**config.mk**
```make
export PLATFORM = sky130hd
export DESIGN_NAME = conv_mac
export DESIGN_NICKNAME = d
export VERILOG_FILES = /design/src/rtl/conv_mac.sv
export SDC_FILE = /design/constraint.sdc
export NUM_CORES = 1
export LEC_CHECK = 0
export BUFFER_PORTS_ARGS = -buffer_cell sky130_fd_sc_hd__buf_2
export CORE_ASPECT_RATIO = 0.7
export CORE_MARGIN = 5
export CORE_UTILIZATION = 35
export CTS_BUF_LIST = sky130_fd_sc_hd__clkbuf_4 sky130_fd_sc_hd__clkbuf_8
export DETAILED_ROUTE_END_ITERATION = 10
export HOLD_SLACK_MARGIN = 0.05
export PLACE_DENSITY = 0.64
export SETUP_SLACK_MARGIN = 0.3
export SKIP_LAST_GASP = 1
export SLEW_MARGIN = 15
export SYNTH_ARGS = -nofsm -noshare
export SYNTH_HDL_FRONTEND = slang
export SYNTH_SLANG_ARGS = --single-unit
```
**constraint.sdc**
```tcl
create_clock -name clk -period 28.4 [get_ports clk]
set_input_delay 5.68 -clock clk [delete_from_list [all_inputs] [get_ports clk]]
set_output_delay 5.68 -clock clk [all_outputs]
set_load 0.03 [all_outputs]
```
**src/rtl/conv_mac.sv**
```systemverilog
// conv_mac: serial dot product of a captured LEN-tap window and kernel.
// One multiply-accumulate per cycle through a single shared multiplier.
// Windows are not overlapped: a new window is taken only after the previous
// result has been handed to the sink.
module conv_mac #(
    parameter int LEN       = 8,
    parameter int WIDTH     = 16,
    parameter int RES_WIDTH = 2*WIDTH + $clog2(LEN)
) (
    input  logic                 clk,
    input  logic                 rst,
    input  logic [LEN*WIDTH-1:0] in_data,
    input  logic [LEN*WIDTH-1:0] kernel,
    input  logic                 in_valid,
    output logic                 in_ready,
    output logic [RES_WIDTH-1:0] out_data,
    output logic                 out_valid,
    input  logic                 out_ready
);

    localparam int CNT_W = $clog2(LEN);

    typedef enum logic [1:0] {
        IDLE = 2'd0,
        CALC = 2'd1,
        DONE = 2'd2
    } state_t;

    state_t state, state_nxt;

    // Captured operands; same element packing as the input ports.
    logic [LEN-1:0][WIDTH-1:0] win;
    logic [LEN-1:0][WIDTH-1:0] kern;

    logic [CNT_W-1:0]     cnt;
    logic [RES_WIDTH-1:0] acc;
    logic [2*WIDTH-1:0]   prod;
    logic [RES_WIDTH-1:0] prod_ext;
    logic [RES_WIDTH-1:0] acc_nxt;
    logic                 last_tap;

    // Shared multiplier and accumulator adder for the tap selected by cnt.
    always_comb begin
        prod     = win[cnt] * kern[cnt];
        prod_ext = RES_WIDTH'(prod);
        acc_nxt  = acc + prod_ext;
        last_tap = (cnt == CNT_W'(LEN-1));
    end

    // Next-state: accept in IDLE, step taps in CALC, wait for sink in DONE.
    always_comb begin
        state_nxt = state;
        case (state)
            IDLE:    if (in_valid)  state_nxt = CALC;
            CALC:    if (last_tap)  state_nxt = DONE;
            DONE:    if (out_ready) state_nxt = IDLE;
            default:                state_nxt = IDLE;
        endcase
    end

    // State register.
    always_ff @(posedge clk or negedge rst) begin
        if (!rst) state <= IDLE;
        else      state <= state_nxt;
    end

    // Handshake flags are registered copies of the next-state decode.
    always_ff @(posedge clk or negedge rst) begin
        if (!rst) begin
            in_ready  <= 1'b1;
            out_valid <= 1'b0;
        end else begin
            in_ready  <= (state_nxt == IDLE);
            out_valid <= (state_nxt == DONE);
        end
    end

    // Accumulator, tap counter and result register.
    always_ff @(posedge clk or negedge rst) begin
        if (!rst) begin
            acc      <= '0;
            cnt      <= '0;
            out_data <= '0;
        end else begin
            case (state)
                IDLE: begin
                    if (in_valid) begin
                        acc <= '0;
                        cnt <= '0;
                    end
                end
                CALC: begin
                    acc <= acc_nxt;
                    // Counter parks on the last tap instead of wrapping.
                    if (!last_tap) cnt <= cnt + 1'b1;
                    else           out_data <= acc_nxt;
                end
                default: ;
            endcase
        end
    end

    // Operand capture on acceptance; contents are only read during CALC,
    // so these wide registers carry no reset.
    always_ff @(posedge clk) begin
        if (state == IDLE && in_valid) begin
            win  <= in_data;
            kern <= kernel;
        end
    end

endmodule

```
[Word-level counts from Yosys, hierarchy flattened]
Cells that the tools add are included.
Word-level totals
  bits in registers: 333
  input bits: 260
  output and inout port bits: 37
  word-level logic and storage cells: 52
Cells by class
  add/sub/neg operators: 2
  multiply operators: 1
  magnitude comparators: 1
  equal/unequal tests: 6
  multiplexer cells: 13
  reductions and logical operators: 7
Operator list (count)
  $bmux 16 s3: 2
  $pmux 35 s2: 1
  $add 35x32->35: 1
  $mux 35: 1
  $mul 16x16->32: 1
  $mux 16: 2
  $mux 2: 3
  $mux 3: 2
  $pmux 2 s3: 1
  $pmux 3 s2: 1
  $eq 2x2->1 const B: 2
  $logic_not 2->1: 2
  $lt 3x4->1 const B: 1
  $ne 2x2->1 const B: 2
  $reduce_and 2->1: 2
  $add 3x1->3 const B: 1
  $eq 3x3->1 const B: 1
  $reduce_and 3->1: 1
  $eq 2x1->1 const B: 1
  $reduce_bool 2->1: 1
  $logic_and 1x1->1: 1

[Longest topological paths before layout]
  depth in word-level cells: 5
  gate-level depth with buffers: 28
  gate-level depth less buffers: 24

[Worst setup path after synthesis]
OpenSTA, ideal clock, no wires.
  kind: input to register
  start: input in_valid
  end: register state[0]
  setup time: 183 ps
  data arrival time: 25271 ps
  data required time: 28217 ps
  path slack: 2946 ps
  cell stages on the path: 2
  cell sequence: nor3b_1 > o21bai_1
Between the ends
  word-level cells in the longest chain between the ends: 2
Ends and longest elaborated chain
  from (decl): line 14  | input logic in_valid,
  $mux 2: line 54  | IDLE: if (in_valid) state_nxt = CALC;
  $pmux 2 s3: line 53  | case (state)
  net state_nxt[0]: line 29  | state_t state, state_nxt;
  to (signal assigned): line 64  | else state <= state_nxt;
  to (decl): line 29
The timed path passes the listed nets, and every way through them passes these cells.
A chain may end at the register's enable or synchronous reset.

[Worst setup path in the final report]
  start: register cnt[0]
  end: register out_data[32]
Between the ends
  word-level cells in the longest chain between the ends: 4
  elaborated cells between the ends (all ways): 8
  those cells by class: 1 x add/sub; 1 x mul; 1 x eq/ne; 4 x mux; 1 x reduce/logical
Ends and longest elaborated chain
  from (decl): line 35  | logic [CNT_W-1:0] cnt;
  from (signal assigned): line 95  | if (!last_tap) cnt <= cnt + 1'b1;
  $bmux 16 s3: line 44  | prod = win[cnt] * kern[cnt];
  $mux 16 (not written as such): line 44
  $mul 16x16->32: line 44
  $add 35x32->35: line 46  | acc_nxt = acc + prod_ext;
  to (signal assigned): line 96  | else out_data <= acc_nxt;
  to (decl): line 16  | output logic [RES_WIDTH-1:0] out_data,
Several ways; a longest one is shown, not always the timed one. The select of a mux whose other input is x is not followed.

==> impl_metrics.ini <==
[outcome]
status = complete, no violations

[route]
drt-initial-drc-count = 1245
highest_layer = met5
met3_length_mm = 4.619
num_vias = 14570
dr.pass1.iters = 6
drtAntennaViolNets = 0
wl_met2_mm = 28.15
met1Wirelength_mm = 24.59
remaining_drc_errors = 0
wire_per_inst_um = 19.86
drt_wl_total_mm = 58.44
vias_per_cell = 4.951

[logic_synthesis]
synthTopCellsByArea = edfxtp_1, fa_1, dfrtp_1
async_flop_share_pct = 23.12
synth_top_area_share_pct = 34.39
yosys_most_used_dff = edfxtp_1
synth-edff-count = 256
synth_area_sq_um = 22360
synth_nets = 2368
syn_area_per_cell_sq_um = 12.62
yosysTopAreaCell = edfxtp_1
ys.warnings.count = 0
netlist_instances = 1771
yosysSeqAreaShare_pct = 43.01
synth-seq-cells = 333
ys_types = 61

[final_layout]
final_nets = 2668
fillers = 5969
final_common_cell = inv_1
final_cell_mix = inv_1, buf_2, edfxtp_1, fa_1, nand2_1
drive_above_1_share_pct = 25.31
areaGrowthSynthToFinish_pct = 15.36

[timing]
rsz0062_at_grt = no
hold_viol = 0
fmax_mhz = 114.9
maxSlewHeadroom_pct = 18.12
finalSetupViolations = 0
clock_skew_ps = 51.60
worst_slew_pin_slew_ps = 1228
setup-tns-final_ps = 0
slew_violations = 0
post-route-period-util_pct = 30.65
min_period_ps = 8704

[place]
portBuffers = 296
gp_congestion = 0.9386
hpwlAfterDp_mm = 44.95

[min_path]
min_path_type = reg -> reg
worstHoldStart = out_data[6]

[global_routing]
grt_usage_pct = 17.05
grt_max_degree = 209
first_global_vias = 15760
antenna_found_initial = 4
grt_pass1_wl_mm = 91.58
gr-total-overflow = 0

[worst_setup_path]
rr_startpoint = cnt[0]
crit_start = cnt[0]
critical_path_required_ps = 28920
startpoint_type = register
cp.arrival_ps = 9220
crit_type = reg -> reg
crit_fanout = 37
endpoint_kind = register

[clocking]
tritoncts = yes
clkSinkCount = 333
cts_resized = 0
cts_buffers = 52
clk_latency_ps = 650
ctsHoldBuffers = 0
clk_transition_reported_paths_ps = 70
cts_max_level = 2
root_buffer = clkbuf_8
clockBufferDepth = 3
postCtsSetupRepairBufs = 0

[floorplan]
start_util_pct = 35.37
coreArea_sq_um = 63200
dieArea_sq_um = 69110
fp.dieH_um = 221.5
die_width_um = 312.1
rows = 77
ioPinCount = 297

[run]
drv_cap = 0
critical path: stages, from the launching register on:
cell and delay (ps):
dfrtp_4 820, buf_4 730, mux4_2 600, mux2i_1 660
nor2_1 170, fa_1 570, inv_1 50, fa_1 470
fa_1 520, inv_1 60, fa_1 490, fa_1 500
inv_1 50, fa_1 470, inv_1 40, ha_1 360
a21oi_1 150, o21ai_0 140, a22oi_1 540, a211oi_1 190
nor3_1 370, nor3_1 130, xor2_1 180, mux2_2 280
Yosys cell counts, types with 2 or more instances:
cell type    n
a211o_1      3
a211oi_1     5
a21o_1      12
a21o_2       3
a21oi_1     31
a22o_1      34
a31oi_1      3
a41oi_1      2
and2_1      25
and3_1       3
buf_1        2
buf_2       10
buf_4        4
buf_6        6
clkbuf_1    43
dfrtp_1     76
edfxtp_1   256
fa_1       226
ha_1       111
inv_1      333
mux2_2      50
mux2i_1     20
mux4_2      64
nand2_1    189
nand2b_1     4
nand3_1     13
nand4_1     11
nor2_1     102
nor2b_1     18
nor3_1       8
o2111ai_1    3
o211ai_2     2
o21a_1       3
o21ai_0     24
o21bai_1     7
o22ai_1      2
o31ai_1      7
or2_2        5
or4_1        3
xnor2_1     19
xor2_1       9
stage by stage:
stage / hold slack [ps] / cells / utilization, % / instance area, sq um / setup WS, ps
2_1_floorplan: 448.5 / 1771 / - / 22360 / 2946
3_3_place_gp: 458.3 / 2846 / 39.07 / 24690 / 19850
3_5_place_dp: 459.6 / 2846 / 39.07 / 24690 / 19790
4_1_cts: 475.0 / 2939 / 40.80 / 25780 / 19790
5_1_grt: 509.5 / 2942 / 40.81 / 25790 / 19230
6_report: 467.7 / 2942 / 40.81 / 25790 / 19700
cell families (layout without fill, tap and decap cells):
logic type	after synthesis	after routing	synth area share, %
multiplexers	134	134	9.861
AND/OR/NAND/NOR	386	386	7.494
AO/OA/AOI/OAI	153	153	4.964
flip-flops	333	333	43.01
XOR/XNOR	28	28	1.097
buffers and inverters	400	739	7.124
other	0	3	0
adder cells (fa/ha/maj)	337	337	26.45
layout make-up:
type / instances / area [sq um] / share of cell area, %
tap: 829 / 1037 / 4.022
clock inverter: 23 / 225.2 / 0.8732
sequential: 333 / 9624 / 37.32
inverter: 333 / 1250 / 4.846
timing repair buffer: 313 / 1624 / 6.297
multi-input combinational: 1038 / 11160 / 43.27
clock buffer: 70 / 863.3 / 3.347
antenna: 3 / 7.507 / 0.02911
path summary, 6_finish.rpt:
kind	end	slack, ps	depth (start not counted)
min in group asynchronous	acc[2]	4870	1
min reg2reg	out_data[6]	470	2
max in group asynchronous	cnt[0]	22250	2
max	out_data[32]	19700	23
min	out_data[6]	470	2
max reg2reg	out_data[32]	19700	23
per-layer routing:
metal  global-route usage (%)  up-vias
met5                        0        -
met4                    3.826        2
met3                    4.555       81
met2                    28.02      482
met1                    22.87     7495
li1                         -     6507
state kept, by name (all words and copies together) (netlist names):
name and count:
out_data 35, state 2, in_ready 1, cnt 3
kern 128, win 128, acc 35, out_valid 1
Power is not shown: default switching activity piles up to over one toggle a cycle in this logic, so the estimate is an artifact.
